<file path="src/rtl/tlp128_axis_tx.sv">
// ============================================================================
// Module   : tlp128_axis_tx
// Brief    : Serialises one buffered packed TLP into 64-bit AXI-stream beats.
// Revision : 1.0 - initial release
// ============================================================================
`default_nettype none

module tlp128_axis_tx #(
  parameter int NUM_QW         = 18,
  parameter int TIMEOUT_CYCLES = 16
) (
  input  logic                 clk,
  input  logic                 rst,
  input  logic [66*NUM_QW-1:0] tlp_data,
  input  logic                 tlp_valid,
  input  logic                 tlp_has_data,
  output logic                 tlp_req_data,
  output logic [63:0]          tx_data,
  output logic [7:0]           tx_keep,
  output logic                 tx_last,
  output logic                 tx_valid,
  input  logic                 tx_ready,
  output logic [15:0]          tlp_count,
  output logic                 timeout_pulse
);

  localparam int IDX_W = (NUM_QW > 1) ? $clog2(NUM_QW) : 1;
  localparam int CNT_W = $clog2(TIMEOUT_CYCLES);
  localparam logic [IDX_W-1:0] LAST_IDX = IDX_W'(NUM_QW - 1);
  localparam logic [CNT_W-1:0] CNT_MAX  = CNT_W'(TIMEOUT_CYCLES - 1);

  localparam logic [1:0] S_IDLE = 2'd0;
  localparam logic [1:0] S_REQ  = 2'd1;
  localparam logic [1:0] S_WAIT = 2'd2;
  localparam logic [1:0] S_SEND = 2'd3;

  logic [1:0]           state_q, state_d;
  logic [66*NUM_QW-1:0] buf_q, buf_d;
  logic [IDX_W-1:0]     idx_q, idx_d;
  logic [CNT_W-1:0]     cnt_q, cnt_d;
  logic [63:0]          tx_data_q, tx_data_d;
  logic [7:0]           tx_keep_q, tx_keep_d;
  logic                 tx_last_q, tx_last_d;
  logic                 tx_valid_q, tx_valid_d;
  logic [15:0]          tlp_count_q, tlp_count_d;
  logic                 timeout_q, timeout_d;

  logic [65:0]          slots [NUM_QW];
  logic [IDX_W-1:0]     idx_nxt;
  logic                 beat_done;

  for (genvar i = 0; i < NUM_QW; i++) begin : g_slot
    assign slots[i] = buf_q[66*i +: 66];
  end

  assign idx_nxt   = idx_q + IDX_W'(1);
  assign beat_done = tx_valid_q & tx_ready;

  // {last, keep, data}; the index cap forces last on frames missing a last flag
  function automatic logic [72:0] mk_beat(input logic [65:0] s, input logic [IDX_W-1:0] i);
    logic       last;
    logic [7:0] keep;
    last = s[64] | (i == LAST_IDX);
    keep = (last && !s[65]) ? 8'h0F : 8'hFF;
    return {last, keep, s[63:0]};
  endfunction

  always_ff @(posedge clk) begin
    if (rst) state_q <= S_IDLE;
    else     state_q <= state_d;
  end

  always_comb begin
    state_d = state_q;
    case (state_q)
      S_IDLE:  if (tlp_has_data) state_d = S_REQ;
      S_REQ:   state_d = S_WAIT;
      S_WAIT: begin
        if (tlp_valid)           state_d = S_SEND;
        else if (cnt_q == CNT_MAX) state_d = S_IDLE;
      end
      S_SEND:  if (beat_done && tx_last_q) state_d = S_IDLE;
      default: state_d = S_IDLE;
    endcase
  end

  always_comb begin
    tlp_req_data = (state_q == S_REQ);
  end

  always_comb begin
    buf_d       = buf_q;
    idx_d       = idx_q;
    cnt_d       = cnt_q;
    tx_data_d   = tx_data_q;
    tx_keep_d   = tx_keep_q;
    tx_last_d   = tx_last_q;
    tx_valid_d  = tx_valid_q;
    tlp_count_d = tlp_count_q;
    timeout_d   = 1'b0;
    case (state_q)
      S_WAIT: begin
        if (tlp_valid) begin
          buf_d      = tlp_data;
          idx_d      = '0;
          cnt_d      = '0;
          {tx_last_d, tx_keep_d, tx_data_d} = mk_beat(tlp_data[65:0], '0);
          tx_valid_d = 1'b1;
        end else if (cnt_q == CNT_MAX) begin
          timeout_d = 1'b1;
          cnt_d     = '0;
        end else begin
          cnt_d = cnt_q + CNT_W'(1);
        end
      end
      S_SEND: begin
        if (beat_done) begin
          if (tx_last_q) begin
            tx_valid_d  = 1'b0;
            tx_last_d   = 1'b0;
            tx_keep_d   = 8'h00;
            tlp_count_d = tlp_count_q + 16'd1;
          end else begin
            idx_d = idx_nxt;
            {tx_last_d, tx_keep_d, tx_data_d} = mk_beat(slots[idx_nxt], idx_nxt);
          end
        end
      end
      default: cnt_d = '0;
    endcase
  end

  always_ff @(posedge clk) begin
    if (rst) begin
      idx_q       <= '0;
      cnt_q       <= '0;
      tx_data_q   <= '0;
      tx_keep_q   <= '0;
      tx_last_q   <= 1'b0;
      tx_valid_q  <= 1'b0;
      tlp_count_q <= '0;
      timeout_q   <= 1'b0;
    end else begin
      idx_q       <= idx_d;
      cnt_q       <= cnt_d;
      tx_data_q   <= tx_data_d;
      tx_keep_q   <= tx_keep_d;
      tx_last_q   <= tx_last_d;
      tx_valid_q  <= tx_valid_d;
      tlp_count_q <= tlp_count_d;
      timeout_q   <= timeout_d;
    end
  end

  // Frame buffer is only ever read after a fresh capture, so it needs no reset
  always_ff @(posedge clk) begin
    buf_q <= buf_d;
  end

  assign tx_data       = tx_data_q;
  assign tx_keep       = tx_keep_q;
  assign tx_last       = tx_last_q;
  assign tx_valid      = tx_valid_q;
  assign tlp_count     = tlp_count_q;
  assign timeout_pulse = timeout_q;

endmodule

`default_nettype wire
</file>
<file path="config.mk">
export PLATFORM = sky130hd
export DESIGN_NAME = tlp128_axis_tx
export DESIGN_NICKNAME = d
export VERILOG_FILES = /design/src/rtl/tlp128_axis_tx.sv
export SDC_FILE = /design/constraint.sdc
export NUM_CORES = 1
export LEC_CHECK = 0
export ABC_AREA = 1
export ABC_CLOCK_PERIOD_IN_PS = 161000
export CORE_AREA = 2 2 497 499
export CTS_BUF_LIST = sky130_fd_sc_hd__clkbuf_4 sky130_fd_sc_hd__clkbuf_8 sky130_fd_sc_hd__clkbuf_16
export DETAILED_ROUTE_END_ITERATION = 6
export DIE_AREA = 0 0 499 501
export GPL_TIMING_DRIVEN = 0
export HOLD_SLACK_MARGIN = 0.06
export SYNTH_ARGS = -nofsm -noshare
export SYNTH_HDL_FRONTEND = slang
export SYNTH_SLANG_ARGS = --single-unit
</file>
<file path="constraint.sdc">
create_clock -name clk -period 161 [get_ports clk]
set_input_delay 32.2 -clock clk [delete_from_list [all_inputs] [get_ports clk]]
set_output_delay 32.2 -clock clk [all_outputs]
set_load 0.05 [all_outputs]
</file>
# Yosys cells after proc, flatten, opt, wreduce, memory -nomap -nowiden
# Cells that the tools add are included.
# totals
ff_bits,1290
latch_bits,0
mem_bits_rw,0
mem_bits_ro,0
in_bits,1193
out_inout_bits,92
wordCells,78
n_memories,0
# op_classes
n_addsub,3
multipliers,0
div,0
n_lt_le_gt_ge,1
eq_ne,12
shifts,0
mux,34
bitwise_logic,4
n_reduce_logical,14
# op_table
operator,count
$bmux W66 S5,1
$mux W64,3
$mux W66,2
$pmux W64 S2,1
$mux W8,5
$add A16 B1 Y16 const B,1
$pmux W8 S2,1
$mux W5,3
$ne A2 B2 Y1 const B,6
$pmux W5 S2,1
$reduce_and A3 Y1,3
$mux W2,4
$mux W4,2
$pmux W2 S4,1
$pmux W4 S2,1
$reduce_and A4 Y1,2
$mux W1,7
$ge A6 B6 Y1 const B,1
$not A5 Y6,1
$add A5 B1 Y5 const B,1
$eq A5 B5 Y1 const B,1
$add A4 B1 Y4 const B,1
$eq A2 B2 Y1 const B,2
$eq A4 B4 Y1 const B,1
12 further kinds,16

# Depth between registers and ports, before layout
# depth
ltp_word,11
ltp_mapped,18
depth_no_buf,12

# Least setup slack after synthesis
# Ideal clock, no wire load.
# synth_timing
kind,input to register
startpoint,input port tlp_valid
endpoint,register tx_data_q[0] (netlist: tx_data[0])
setup_time_ns,0.070
t_arrival_ns,88.619
required_time_ns,160.930
setup_slack_ns,72.311
path_stages,8
n_path_buf,2
path_cell_list,inv_1 -> nor2_1 -> nor2_1 -> a21oi_2 -> buf_2 -> clkbuf_1 -> o21ai_0 -> a21oi_1
# synth_between
elab_chain_len,2
# synth_rtl
element,line_no,source
start: declaration,15,"input logic tlp_valid,"
$ne A2 B2 Y1 (no line),--,
$reduce_and A4 Y1 (no line),--,
end signal: assignment,146,tx_data_q <= tx_data_d;
end: declaration,41,"logic [63:0] tx_data_q, tx_data_d;"
# No other way between the ends.
# A chain may end at the register's enable or synchronous reset.

# Final worst setup path
# layout_timing
startpoint,input port tlp_valid
endpoint,"register buf_q[482], enable pin"
# layout_between
elab_chain_len,1
# layout_rtl
element,line_no,source
$reduce_and A2 Y1 (no line),--,
end signal: assignment,157,buf_q <= buf_d;
end: declaration,38,"logic [66*NUM_QW-1:0] buf_q, buf_d;"
# No other way between the ends.

==> flow_summary_export.csv <==
group,metric,value,unit
run_status,status,"finished with violations",
run_status,violations,"design-rule violations",
global_routing,grt_start_max_net_pins,40,
worst_setup_path,required,161.46,ns
power_and_ir_drop,vdd_ir_drop_max,0.00883,mV
final_layout,drive_above_1_share,8.79,%
timing,timing.final.crit_share,22.0,%
global_routing,antenna_found_initial,100,
clocking,post-cts-setup-buffers,0,
die,initial_core_util,20.7,%
global_routing,grt_pass1_vias,41100,
clocking,path_clk_slew,0.06,ns
timing,finalMaxSlewViolations,0,
placed_design,dp_cells,8520,
placed_design,gp_congestion,0.941,
detailed_routing,met3_length,30500,um
clocking,cts_tree,"built",
final_layout,nNetsFinal,6648,
final_layout,synthToLayoutAreaGrowth,45.8,%
synth,syn_area,50800,um2
clocking,cts_root_buffer,"clkbuf_16",
clocking,post_cts_resize_count,0,
timing,tns,0,ns
detailed_routing,drc,4,
synth,ys_ff_latch,1284,
clocking,cts_buffers,149,
detailed_routing,wl_per_cell,32.4,um
placed_design,placed_area,68700,um2
detailed_routing,routed_wl,287000,um
worst_setup_path,end_kind,"flop",
clocking,clock_sinks,1284,
synth,synth_edf_count,1188,
timing,worstMarginPinSlew,1.45,ns
timing,finClkSkew,0.0435,ns
clocking,cts_max_path_buffers,3,
synth,ys_top_cells_by_area,"edfxtp_1, o21ai_0, nor2_1",
power_and_ir_drop,power.density,12.3,nW/um2
timing,fin_hold_ws,0.501,ns
timing,min_period,35.49,ns
worst_setup_path,cp.arrival,35.95,ns
timing,maxSlewHeadroom,3.14,%
power_and_ir_drop,total_power,0.907,mW
final_layout,final_cell_count_no_fill,8865,
global_routing,track_usage,22.0,%
synth,synthesis.instances,3965,
die,dieArea,250000,um2
timing,layout_setup_ws,125.51,ns
detailed_routing,drt-pass1-iter-count,7,
timing,rsz0062_at_grt,"no",
placed_design,post-place-ws,124.77,ns
worst_setup_path,critPathKind,"input port to flop",
timing,finalHoldViolCount,0,
detailed_routing,top_layer_used,"met5",
synth,synth.top_cell.area_share,70.3,%
synth,synth.most_common_cell,"edfxtp_1",
die,rows,182,
final_layout,fillers,24800,
synth,ys.flop_type,"edfxtp_1",
final_layout,regArea,37600,um2
synth,yosysUniqueCellTypes,39,
timing,fmax,28.2,MHz
global_routing,grt_overflow_total,0,
final_layout,final_cell_area,74000,um2
die,die_w,499,um
run,maxCapViolCount,0,
clocking,htreeDepth,4,
synth,yosysTopAreaCell,"edfxtp_1",
worst_setup_path,cp-start-kind,"input port",
min_path,hold_class,"flop to flop",
placed_design,dp_hpwl,230000,um
final_layout,multi_input_area,11700,um2
detailed_routing,viasPerCell,4.77,
worst_setup_path,crit_fanout,35,
synth,synth_nets,5162,
synth,synth_common_cells,"edfxtp_1, nor2_1, o21ai_0",
clocking,hold_buffers,0,
synth,yosysSeqAreaShare,74.0,%
die,num_io_pins,1285,
detailed_routing,met2_length,133000,um
final_layout,utilization,30.2,%
die,die_h,501,um
detailed_routing,drtIter0Drc,5926,
synth,yosys_warnings,0,
global_routing,grt_pass1_wl,369000,um
detailed_routing,antenna_left,0,
synth,async_flop_share,0,%
timing,setup_violations,0,
detailed_routing,vias,42300,
placed_design,io_buffers,1284,
die,coreArea,245000,um2
clocking,insertion_delay,0.79,ns
power_and_ir_drop,power.leakage,24.3,nW
detailed_routing,wl_met1,111000,um
synth,avgSynthCellArea,12.8,um2
==> where the power goes <==
| group | total, mW | switching [mW] | internal [mW] |
|---|---|---|---|
| Sequential | 0.423 | 0.0133 | 0.410 |
| Clock | 0.355 | 0.152 | 0.203 |
| Combinational | 0.129 | 0.0785 | 0.0505 |
==> flip-flops by register name, summed over array words and instances, names as in the netlist <==
signal and count:
tlp_count 16, tx_last 1, tx_valid 1, state_q 2
idx_q 5, cnt_q 4, tx_data 64, tx_keep 2
buf_q 1188, timeout_pulse 1
==> final timing paths <==
path	from	to	slack, ns	cells after the start
max	tlp_valid	buf_q[482]	125.51	14
min	idx_q[4]	idx_q[4]	0.50	2
max reg2reg	idx_q[0]	tx_data[14]	154.59	16
min reg2reg	idx_q[4]	idx_q[4]	0.50	2
==> layout make-up <==
class	count	share of cell area, %
Buffer	297	1.81
Sequential cell	1284	50.8
Tap cell	3220	5.44
Antenna cell	69	0.233
Clock inverter	78	1.24
Multi-Input combinational cell	2342	15.8
Inverter	42	0.213
Clock buffer	198	5.62
Timing Repair Buffer	1335	18.8
==> logic make-up after synthesis <==
logic type	synth area share, %
AOI/OAI and AO/OA	14.3
buffers and inverters	2.92
DFF	74.0
xor gates and xnor gates	0.101
and+or+nand+nor	8.55
adders and majority gates	0.0986
==> cells in the final DEF (no fill, tap or decap), drive strengths merged, types with 6 or more instances in the layout <==
cell,count
o22ai,64
a21oi,217
nand3,92
nor2,751
o21ai,659
nand2,145
clkinvlp,7
nand4,6
edfxtp,1188
clkbuf,370
clkinv,50
dfxtp,96
diode,69
clkdlybuf4s50,1284
o211ai,321
buf,176
inv,52
or2,64
bufinv,11
==> critical path, cell delays in order <==
cell	delay, ns
clkdlybuf4s50_1	0.50
inv_1	0.09
nor2_4	0.41
buf_16	0.23
buf_16	0.19
buf_12	0.24
buf_12	0.24
buf_12	0.25
buf_12	0.25
buf_12	0.24
buf_12	0.23
buf_12	0.24
buf_12	0.24
buf_12	0.22
==> layer usage <==
layer	GRT usage, %	up-vias
li1	-	17800
met2	35.3	2975
met4	9.78	28
met3	6.86	508
met5	0	-
met1	27.0	21000
Note: power is estimated with default switching activity, not from simulation.
